## config.mk

```make
export PLATFORM = sky130hd
export DESIGN_NAME = i2c_apb_regfile_v2_flat
export DESIGN_NICKNAME = d
export VERILOG_FILES = /design/src/rtl/i2c_apb_regfile_v2_if.sv /design/src/rtl/i2c_apb_regfile_v2.sv /design/src/flat_wrapper.sv
export SDC_FILE = /design/constraint.sdc
export NUM_CORES = 1
export LEC_CHECK = 0
export CORE_MARGIN = 10
export CORE_UTILIZATION = 42
export DETAILED_ROUTE_END_ITERATION = 6
export PLACE_DENSITY = 0.76
export SYNTH_ARGS = -nofsm -noshare
export SYNTH_HDL_FRONTEND = slang
export SYNTH_SLANG_ARGS = --single-unit
```

## constraint.sdc

```tcl
create_clock -name pclk_i -period 1.6 [get_ports pclk_i]
set_input_delay 0.24 -clock pclk_i [delete_from_list [all_inputs] [get_ports pclk_i]]
set_output_delay 0.24 -clock pclk_i [all_outputs]
set_load 0.005 [all_outputs]
```

## src/rtl/i2c_apb_regfile_v2_if.sv

```systemverilog
// APB bus bundle between the interconnect and the I2C master register file.
interface i2c_apb_regfile_v2_if #(
    parameter int unsigned ADDR_W = 8,
    parameter int unsigned DATA_W = 8
) ();
    logic              psel_i;
    logic              penable_i;
    logic              pwrite_i;
    logic [ADDR_W-1:0] paddr_i;
    logic [DATA_W-1:0] pwdata_i;
    logic [DATA_W-1:0] prdata_o;
    logic              pready_o;
    logic              pslverr_o;

    modport master (
        output psel_i, penable_i, pwrite_i, paddr_i, pwdata_i,
        input  prdata_o, pready_o, pslverr_o
    );

    modport slave (
        input  psel_i, penable_i, pwrite_i, paddr_i, pwdata_i,
        output prdata_o, pready_o, pslverr_o
    );
endinterface

```

## src/rtl/i2c_apb_regfile_v2.sv

```systemverilog
// APB register file for the I2C master: configuration registers, read wait
// states, error response, latched maskable interrupts and FIFO push/pop strobes.
module i2c_apb_regfile_v2 #(
    parameter int unsigned DATA_W    = 8,
    parameter int unsigned ADDR_W    = 8,
    parameter int unsigned RD_WAIT   = 0,
    parameter int unsigned IRQ_N     = 5,
    parameter logic [7:0]  PRESC_RST = 8'h04,
    parameter logic [7:0]  CMD_RST   = 8'h04,
    parameter int unsigned EN_BIT    = 6
) (
    input  logic                 pclk_i,
    input  logic                 preset_n_i,
    i2c_apb_regfile_v2_if.slave  apb,
    input  logic [DATA_W-1:0]    status_i,
    input  logic                 stop_done_i,
    input  logic [IRQ_N-1:0]     irq_src_i,
    input  logic                 tx_full_i,
    input  logic                 rx_empty_i,
    input  logic [DATA_W-1:0]    rx_data_i,
    output logic [DATA_W-1:0]    prescaler_o,
    output logic [DATA_W-1:0]    cmd_o,
    output logic [DATA_W-1:0]    address_rw_o,
    output logic [DATA_W-1:0]    transmit_o,
    output logic                 tx_push_o,
    output logic                 rx_pop_o,
    output logic                 irq_o
);
    localparam int unsigned CNT_W = 2;

    localparam logic [2:0] A_PRESC = 3'd0;
    localparam logic [2:0] A_CMD   = 3'd1;
    localparam logic [2:0] A_TX    = 3'd2;
    localparam logic [2:0] A_RX    = 3'd3;
    localparam logic [2:0] A_ADDR  = 3'd4;
    localparam logic [2:0] A_STAT  = 3'd5;
    localparam logic [2:0] A_IEN   = 3'd6;
    localparam logic [2:0] A_IST   = 3'd7;

    logic [DATA_W-1:0] r_presc, r_cmd, r_addr_rw, r_transmit, r_prdata;
    logic [IRQ_N-1:0]  r_irq_en, r_irq_stat, r_irq_src_q;
    logic [CNT_W-1:0]  r_wait;
    logic              r_pready, r_pslverr, r_tx_push, r_rx_pop, r_irq;

    logic              w_setup, w_access, w_cmpl, w_mapped, w_err;
    logic              w_wr_ok, w_rd_ok;
    logic [2:0]        w_idx;
    logic [DATA_W-1:0] w_rd_mux, w_cmd_nxt;
    logic [IRQ_N-1:0]  w_rise, w_clr;

    assign w_setup  = apb.psel_i & ~apb.penable_i;
    assign w_access = apb.psel_i & apb.penable_i;
    assign w_cmpl   = w_access & r_pready;
    assign w_mapped = (apb.paddr_i >> 3) == '0;
    assign w_idx    = apb.paddr_i[2:0];
    // Side effects only on an error-free completion
    assign w_wr_ok  = w_cmpl &  apb.pwrite_i & ~r_pslverr;
    assign w_rd_ok  = w_cmpl & ~apb.pwrite_i & ~r_pslverr;

    // Error decode for the access being set up
    always_comb begin
        w_err = 1'b0;
        if (!w_mapped) begin
            w_err = 1'b1;
        end else if (apb.pwrite_i) begin
            if (w_idx == A_RX || w_idx == A_STAT) w_err = 1'b1;
            if (w_idx == A_TX && tx_full_i)       w_err = 1'b1;
        end else if (w_idx == A_RX && rx_empty_i) begin
            w_err = 1'b1;
        end
    end

    // Read data mux; unimplemented bits are zero
    always_comb begin
        w_rd_mux = '0;
        case (w_idx)
            A_PRESC: w_rd_mux = r_presc;
            A_CMD:   w_rd_mux = r_cmd;
            A_TX:    w_rd_mux = r_transmit;
            A_RX:    w_rd_mux = rx_data_i;
            A_ADDR:  w_rd_mux = r_addr_rw;
            A_STAT:  w_rd_mux = status_i;
            A_IEN:   w_rd_mux = DATA_W'(r_irq_en);
            A_IST:   w_rd_mux = DATA_W'(r_irq_stat);
            default: w_rd_mux = '0;
        endcase
    end

    // CMD next value: a completing write loads it, stop_done always drops enable
    always_comb begin
        w_cmd_nxt = r_cmd;
        if (w_wr_ok && w_idx == A_CMD) w_cmd_nxt = apb.pwdata_i;
        if (stop_done_i)               w_cmd_nxt[EN_BIT] = 1'b0;
    end

    assign w_rise = irq_src_i & ~r_irq_src_q;
    assign w_clr  = (w_wr_ok && w_idx == A_IST) ? apb.pwdata_i[IRQ_N-1:0] : '0;

    // APB response: read data, error flag, ready and read wait counter
    always_ff @(posedge pclk_i or negedge preset_n_i) begin
        if (!preset_n_i) begin
            r_prdata  <= '0;
            r_pslverr <= 1'b0;
            r_pready  <= 1'b1;
            r_wait    <= '0;
        end else if (w_setup) begin
            r_pslverr <= w_err;
            if (!apb.pwrite_i) begin
                r_prdata <= w_err ? '0 : w_rd_mux;
                if (RD_WAIT > 0) begin
                    r_pready <= 1'b0;
                    r_wait   <= CNT_W'(RD_WAIT);
                end
            end
        end else if (w_access) begin
            if (r_wait != '0) begin
                r_wait <= r_wait - CNT_W'(1);
                if (r_wait == CNT_W'(1)) r_pready <= 1'b1;
            end
        end else if (!apb.psel_i) begin
            r_wait   <= '0;
            r_pready <= 1'b1;
        end
    end

    // Configuration registers written on completion
    always_ff @(posedge pclk_i or negedge preset_n_i) begin
        if (!preset_n_i) begin
            r_presc    <= DATA_W'(PRESC_RST);
            r_cmd      <= DATA_W'(CMD_RST);
            r_addr_rw  <= '0;
            r_transmit <= '0;
            r_irq_en   <= '0;
        end else begin
            r_cmd <= w_cmd_nxt;
            if (w_wr_ok) begin
                case (w_idx)
                    A_PRESC: r_presc    <= apb.pwdata_i;
                    A_TX:    r_transmit <= apb.pwdata_i;
                    A_ADDR:  r_addr_rw  <= apb.pwdata_i;
                    A_IEN:   r_irq_en   <= apb.pwdata_i[IRQ_N-1:0];
                    default: ;
                endcase
            end
        end
    end

    // One-cycle FIFO strobes following each completion
    always_ff @(posedge pclk_i or negedge preset_n_i) begin
        if (!preset_n_i) begin
            r_tx_push <= 1'b0;
            r_rx_pop  <= 1'b0;
        end else begin
            r_tx_push <= w_wr_ok && w_idx == A_TX;
            r_rx_pop  <= w_rd_ok && w_idx == A_RX;
        end
    end

    // Interrupt status: rising edges set, W1C clears, set has priority
    always_ff @(posedge pclk_i or negedge preset_n_i) begin
        if (!preset_n_i) begin
            r_irq_src_q <= '0;
            r_irq_stat  <= '0;
            r_irq       <= 1'b0;
        end else begin
            r_irq_src_q <= irq_src_i;
            r_irq_stat  <= (r_irq_stat & ~w_clr) | w_rise;
            r_irq       <= |(r_irq_stat & r_irq_en);
        end
    end

    assign apb.prdata_o  = r_prdata;
    assign apb.pready_o  = r_pready;
    assign apb.pslverr_o = r_pslverr;
    assign prescaler_o   = r_presc;
    assign cmd_o         = r_cmd;
    assign address_rw_o  = r_addr_rw;
    assign transmit_o    = r_transmit;
    assign tx_push_o     = r_tx_push;
    assign rx_pop_o      = r_rx_pop;
    assign irq_o         = r_irq;
endmodule

```

## src/flat_wrapper.sv

```systemverilog
// flat-port wrapper written by rule: the top's interface ports become plain ports
module i2c_apb_regfile_v2_flat 
#(
    parameter int unsigned DATA_W    = 8,
    parameter int unsigned ADDR_W    = 8,
    parameter int unsigned RD_WAIT   = 0,
    parameter int unsigned IRQ_N     = 5,
    parameter logic [7:0]  PRESC_RST = 8'h04,
    parameter logic [7:0]  CMD_RST   = 8'h04,
    parameter int unsigned EN_BIT    = 6
)
  (pclk_i, preset_n_i, status_i, stop_done_i, irq_src_i, tx_full_i, rx_empty_i, rx_data_i, prescaler_o, cmd_o, address_rw_o, transmit_o, tx_push_o, rx_pop_o, irq_o, apb_psel_i, apb_penable_i, apb_pwrite_i, apb_paddr_i, apb_pwdata_i, apb_prdata_o, apb_pready_o, apb_pslverr_o);
  i2c_apb_regfile_v2_if #(.ADDR_W(ADDR_W), .DATA_W(DATA_W)) apb_i ();
  input  logic pclk_i;
  input  logic preset_n_i;
  input  logic [DATA_W-1:0] status_i;
  input  logic stop_done_i;
  input  logic [IRQ_N-1:0] irq_src_i;
  input  logic tx_full_i;
  input  logic rx_empty_i;
  input  logic [DATA_W-1:0] rx_data_i;
  output logic [DATA_W-1:0] prescaler_o;
  output logic [DATA_W-1:0] cmd_o;
  output logic [DATA_W-1:0] address_rw_o;
  output logic [DATA_W-1:0] transmit_o;
  output logic tx_push_o;
  output logic rx_pop_o;
  output logic irq_o;
  input wire logic [$bits(apb_i.psel_i)-1:0] apb_psel_i;
  input wire logic [$bits(apb_i.penable_i)-1:0] apb_penable_i;
  input wire logic [$bits(apb_i.pwrite_i)-1:0] apb_pwrite_i;
  input wire logic [$bits(apb_i.paddr_i)-1:0] apb_paddr_i;
  input wire logic [$bits(apb_i.pwdata_i)-1:0] apb_pwdata_i;
  output wire logic [$bits(apb_i.prdata_o)-1:0] apb_prdata_o;
  output wire logic [$bits(apb_i.pready_o)-1:0] apb_pready_o;
  output wire logic [$bits(apb_i.pslverr_o)-1:0] apb_pslverr_o;
  assign apb_i.psel_i = apb_psel_i;
  assign apb_i.penable_i = apb_penable_i;
  assign apb_i.pwrite_i = apb_pwrite_i;
  assign apb_i.paddr_i = apb_paddr_i;
  assign apb_i.pwdata_i = apb_pwdata_i;
  assign apb_prdata_o = apb_i.prdata_o;
  assign apb_pready_o = apb_i.pready_o;
  assign apb_pslverr_o = apb_i.pslverr_o;
  i2c_apb_regfile_v2 #(.DATA_W(DATA_W), .ADDR_W(ADDR_W), .RD_WAIT(RD_WAIT), .IRQ_N(IRQ_N), .PRESC_RST(PRESC_RST), .CMD_RST(CMD_RST), .EN_BIT(EN_BIT)) u_core (.pclk_i(pclk_i), .preset_n_i(preset_n_i), .apb(apb_i), .status_i(status_i), .stop_done_i(stop_done_i), .irq_src_i(irq_src_i), .tx_full_i(tx_full_i), .rx_empty_i(rx_empty_i), .rx_data_i(rx_data_i), .prescaler_o(prescaler_o), .cmd_o(cmd_o), .address_rw_o(address_rw_o), .transmit_o(transmit_o), .tx_push_o(tx_push_o), .rx_pop_o(rx_pop_o), .irq_o(irq_o));
endmodule
```

### Yosys cells after proc, flatten, opt, wreduce, memory -nomap -nowiden

Index checks and enable logic that the tools add are counted.

* add/sub/neg operators: 1
* equal/unequal tests: 11
* mux-type cells: 17
* bitwise gates (word level): 17
* reductions and logical operators: 19

Operators by type and width (number)
* 8-bit case mux with 8 select lines: 1
* 5-bit AND: 3
* 3-bit equality test (second input constant): 4
* 1-bit two-way mux: 10
* 5-bit NOT: 2
* 2-bit AND reduction: 5
* 8-bit logical NOT: 1
* 8-bit two-way mux: 1
* 1-bit AND: 7
* 7-bit two-way mux: 1
* 3-bit by 2-bit equality test with 1-bit output (second input constant): 2
* 1-bit logical AND: 6
* 2-bit two-way mux: 3
* 5-bit two-way mux: 1
* 5-bit OR: 1
* 5-bit OR reduction: 1
* 2-bit inequality test (second input constant): 2
* 1-bit NOT: 4
* 4-bit AND reduction: 1
* 2-bit nonzero test: 2
* 3-bit by 1-bit equality test with 1-bit output (second input constant): 1
* 3-bit logical NOT: 1
* 3-bit AND reduction: 1
* 2-bit by 1-bit equality test with 1-bit output (second input constant): 1
* other kinds (3): 3

* register bits: 62
* bits of input ports: 45
* output and inout port bits: 45

### Depth between registers and ports, before layout

* depth after elaboration: 9
* gate-level depth with buffers: 6
* gate-level depth less buffers: 4

### Worst setup path after synthesis

No wires, ideal clock.

* path type: register to register
* start: register u_core.r_pslverr, in the netlist u_core.apb.pslverr_o
* end: register u_core.r_transmit[0], in the netlist u_core.transmit_o[0]
* library setup time: 0.125 ns
* data arrival time: 1.391 ns
* data required time: 1.475 ns
* slack: 0.084 ns
* stages on the path, launching flop included: 5
* cell sequence: dfrtp_1 -> nand4b_4 -> or3_1 -> buf_6 -> mux2_4

* cells in the longest elaborated chain, start to end: 3

Ends and longest elaborated chain
* from (decl): line i2c_apb_regfile_v2.sv:43 `logic r_pready, r_pslverr, r_tx_push, r_rx_pop, r_irq;`
* from (signal assigned): line i2c_apb_regfile_v2.sv:107 `r_pslverr <= w_err;`
* 1-bit NOT: line i2c_apb_regfile_v2.sv:57 `assign w_wr_ok = w_cmpl & apb.pwrite_i & ~r_pslverr;`
* 1-bit AND: line i2c_apb_regfile_v2.sv:57
* 2-bit AND reduction (no line)
* to (signal assigned): line i2c_apb_regfile_v2.sv:139 `A_TX: r_transmit <= apb.pwdata_i;`
* to (decl): line i2c_apb_regfile_v2.sv:40 `logic [DATA_W-1:0] r_presc, r_cmd, r_addr_rw, r_transmit, r_prdata;`

Every way passes these cells.
A chain may end at the register's enable or synchronous reset.

### Worst setup path after layout

Same ends and word-level chain as after synthesis.

==> impl_metrics.csv <==
group,metric,value,unit
clock_network,htreeDepth,3,
sta,max_freq,0.637,GHz
drt,avgRoutedWirePerCell,19.9,um
run_status,status,"completed",
global_route,gr-total-overflow,0,
critical_path,critPathLaunch,"u_core.apb.pslverr_o$_DFFE_PN0P_",
critical_path,crit_fanout,5,
layout,fillerInstances,523,
layout,antenna_cells,0,
critical_path,end_kind,"flop",
floorplanning,core_area,6720,um2
synth,syn_area_per_cell,12.1,um2
layout,drive_gt1_share,27.3,%
synth,synth_most_common_cell,"dfrtp_1",
drt,route.detailed.drc,0,
sta,hold_violations,0,
floorplanning,fp.dieW,103,um
sta,finalCritPeriodShare,98.0,%
clock_network,cts.path.max_buffers,2,
drt,wl,8800,um
floorplanning,io_pins,90,
layout,nets,405,
sta,tightest_slew,0.534,ns
layout,syn_to_final_growth,50.1,%
clock_network,root_buffer,"clkbuf_8",
synth,syn_nets,282,
sta,slew_headroom,64.4,%
hold_path,worstHoldPathCells,1,
critical_path,cp_slowest_stage_delay,0.40,ns
global_route,grt_max_degree,22,
synth,synth-edff-count,0,
clock_network,path_clk_slew,0.07,ns
critical_path,cp.required,1.82,ns
global_route,track_usage,17.3,%
synth,synth_cells,237,
clock_network,clock_sinks,59,
placed_design,dpl_cell_area,4040,um2
drt,dr.pass1.iters,6,
layout,fin_cells,443,
global_route,antenna_found_initial,0,
clock_network,clk_latency,0.34,ns
drt,via_per_inst,5.40,
hold_path,hold_path_startpoint,"irq_src_i[1]",
hold_path,holdPathEnd,"u_core.r_irq_src_q[1]$_DFF_PN0_",
clock_network,cts_buffers,9,
sta,finalSetupViolations,0,
drt,vias,2392,
synth,synth_common_cells,"57 x dfrtp_1, 22 x mux2_2, 19 x nor2_1",
synth,synth_area_leaders,"dfrtp_1 50%, mux2_2 8.6%, mux2_4 7.8%",
synth,ys_ff_latch,59,
layout,final_core_util,64.1,%
sta,fin_worst_skew,0.00913,ns
critical_path,reg2regPathDepth,4,
synth,synth_cell_type_count,42,
job,cap_violations,0,
drt,drtIter0Drc,166,
synth,ys_seq_area_share,51.5,%
critical_path,r2r-end,"u_core.transmit_o[0]$_DFFE_PN0P_",
placed_design,hpwl,6610,um
critical_path,rr_startpoint,"u_core.apb.pslverr_o$_DFFE_PN0P_",
placed_design,place.gp.congestion,0.862,
critical_path,critical_path_class,"reg2reg",
placed_design,place_inst,427,
hold_path,worstHoldPathType,"in2reg",
critical_path,slowest_stage,"or3_4",
synth,synth_top_area_share,49.7,%
critical_path,ff2ff_setup_slack,0.03,ns
drt,drtAntennaViolNets,0,
floorplanning,rows,30,
layout,final_cell_area,4310,um2
synth,yosysTopAreaCell,"dfrtp_1",
floorplanning,die_area,10500,um2
synth,syn-cell-area,2870,um2
power,ir_drop,0.000478,V
floorplanning,die_h,103,um
sta,finalCriticalPeriod,1.57,ns
synth,yosysWarnings,0,
critical_path,worstPathArrival,1.79,ns
sta,slew_viol_final,0,
global_route,grt_pass1_wl,13900,um
placed_design,portBuffers,88,
clock_network,cts_tree,"done",
power,leakage,2.04,nW
critical_path,critPathLaunchType,"flop",
global_route,grt_pass1_vias,2581,
sta,fin_setup_tns,0,ns
floorplanning,initial_utilization,42.7,%
power,powerDensity,950,nW/um2
critical_path,path_cells,"nand4b_4 -> or3_4 -> buf_4 -> mux2_4",
synth,async_reset_ff_share,100,%
sta,whs,0.365,ns
synth,synth_ff_type,"dfrtp_1",
==> worst max-delay path by stage <==
stage / end / slack (ns)
2_1_floorplan: u_core.transmit_o[0]$_DFFE_PN0P_ / 0.08
3_3_place_gp: u_core.apb.prdata_o[0]$_DFFE_PN0P_ / -0.40
3_5_place_dp: u_core.apb.prdata_o[0]$_DFFE_PN0P_ / -0.38
4_1_cts: u_core.cmd_o[0]$_DFFE_PN0P_ / 0.01
5_1_grt: u_core.address_rw_o[0]$_DFFE_PN0P_ / -0.01
6_report: u_core.transmit_o[0]$_DFFE_PN0P_ / 0.03
==> cells in the final DEF, fill, tap and decap left out, drive strengths merged, types with 5 or more instances in the layout <==
cell type | synthesis | layout
a211oi | 5 | 5
a22o | 5 | 5
buf | 9 | 35
clkbuf | 2 | 12
clkdlybuf4s50 | 0 | 81
dfrtp | 57 | 57
inv | 9 | 9
mux2 | 37 | 37
mux2i | 18 | 18
nand2 | 19 | 19
nand2b | 6 | 6
nor2 | 20 | 20
o31ai | 8 | 8
==> flip-flops by register name, indices dropped and copies added (netlist names) <==
| name | count |
|---|---|
| u_core.address_rw_o | 8 |
| u_core.apb.prdata_o | 8 |
| u_core.apb.pslverr_o | 1 |
| u_core.cmd_o | 8 |
| u_core.irq_o | 1 |
| u_core.prescaler_o | 8 |
| u_core.r_irq_en | 5 |
| u_core.r_irq_src_q | 5 |
| u_core.r_irq_stat | 5 |
| u_core.rx_pop_o | 1 |
| u_core.transmit_o | 8 |
| u_core.tx_push_o | 1 |
==> layout make-up <==
class | instances | area [um2] | share of cell area, %
clock inverters | 2 | 35.0 | 0.813
repair buffers | 123 | 1180 | 27.5
inverters | 9 | 33.8 | 0.784
flip-flops and latches | 59 | 1480 | 34.3
multi-input cells | 158 | 1310 | 30.4
well taps | 80 | 100 | 2.32
clock buffers | 12 | 165 | 3.83
==> cells by family after synthesis <==
logic type	count (synthesis)	share of synthesized area, %
multiplexers	55	22.7
AND/OR/NAND/NOR	66	12.0
AO/OA/AOI/OAI	35	9.33
buffers and inverters	20	3.96
flip-flops	59	51.5
XOR/XNOR	1	0.305
other	1	0.131
==> power breakdown <==
group | internal (mW) | switching [mW]
clock network | 0.827 | 0.569
registers | 1.66 | 0.142
logic | 0.584 | 0.311
==> metal layers <==
layer  share of wire [%]  global-route usage, %  wire [um]
met1                  41                   20.7       3600
met2                  49                   28.6       4320
met3                 8.6                   5.36        754
met4                 1.5                   6.07        130
met5                   0                      0          0
==> worst max-delay path, delay by kind of cell, from the launching register on <==
kind / cells / cell delay [ns]
AND/OR/NAND/NOR: 2 / 0.60
buffers and inverters: 1 / 0.18
multiplexers: 1 / 0.29
flip-flops: 1 / 0.39
==> metrics by stage <==
step           power, mW  setup slack, ns
2_1_floorplan       2.14           0.0835
3_3_place_gp        2.70           -0.399
3_5_place_dp        2.72           -0.376
4_1_cts             4.11           0.0121
5_1_grt             4.28          -0.0105
6_report            4.09           0.0313
==> timing repair <==
item | 4_1_cts | 5_1_grt
gates resized for setup | 5 | 12
setup buffers | 1 | 0
hold buffers | 1 | 0
hold endpoints to repair | 17 | 0
pin swaps | 1 | 0
endpoints found under the setup margin | 6 | 45
(Power assumes the default switching activity.)
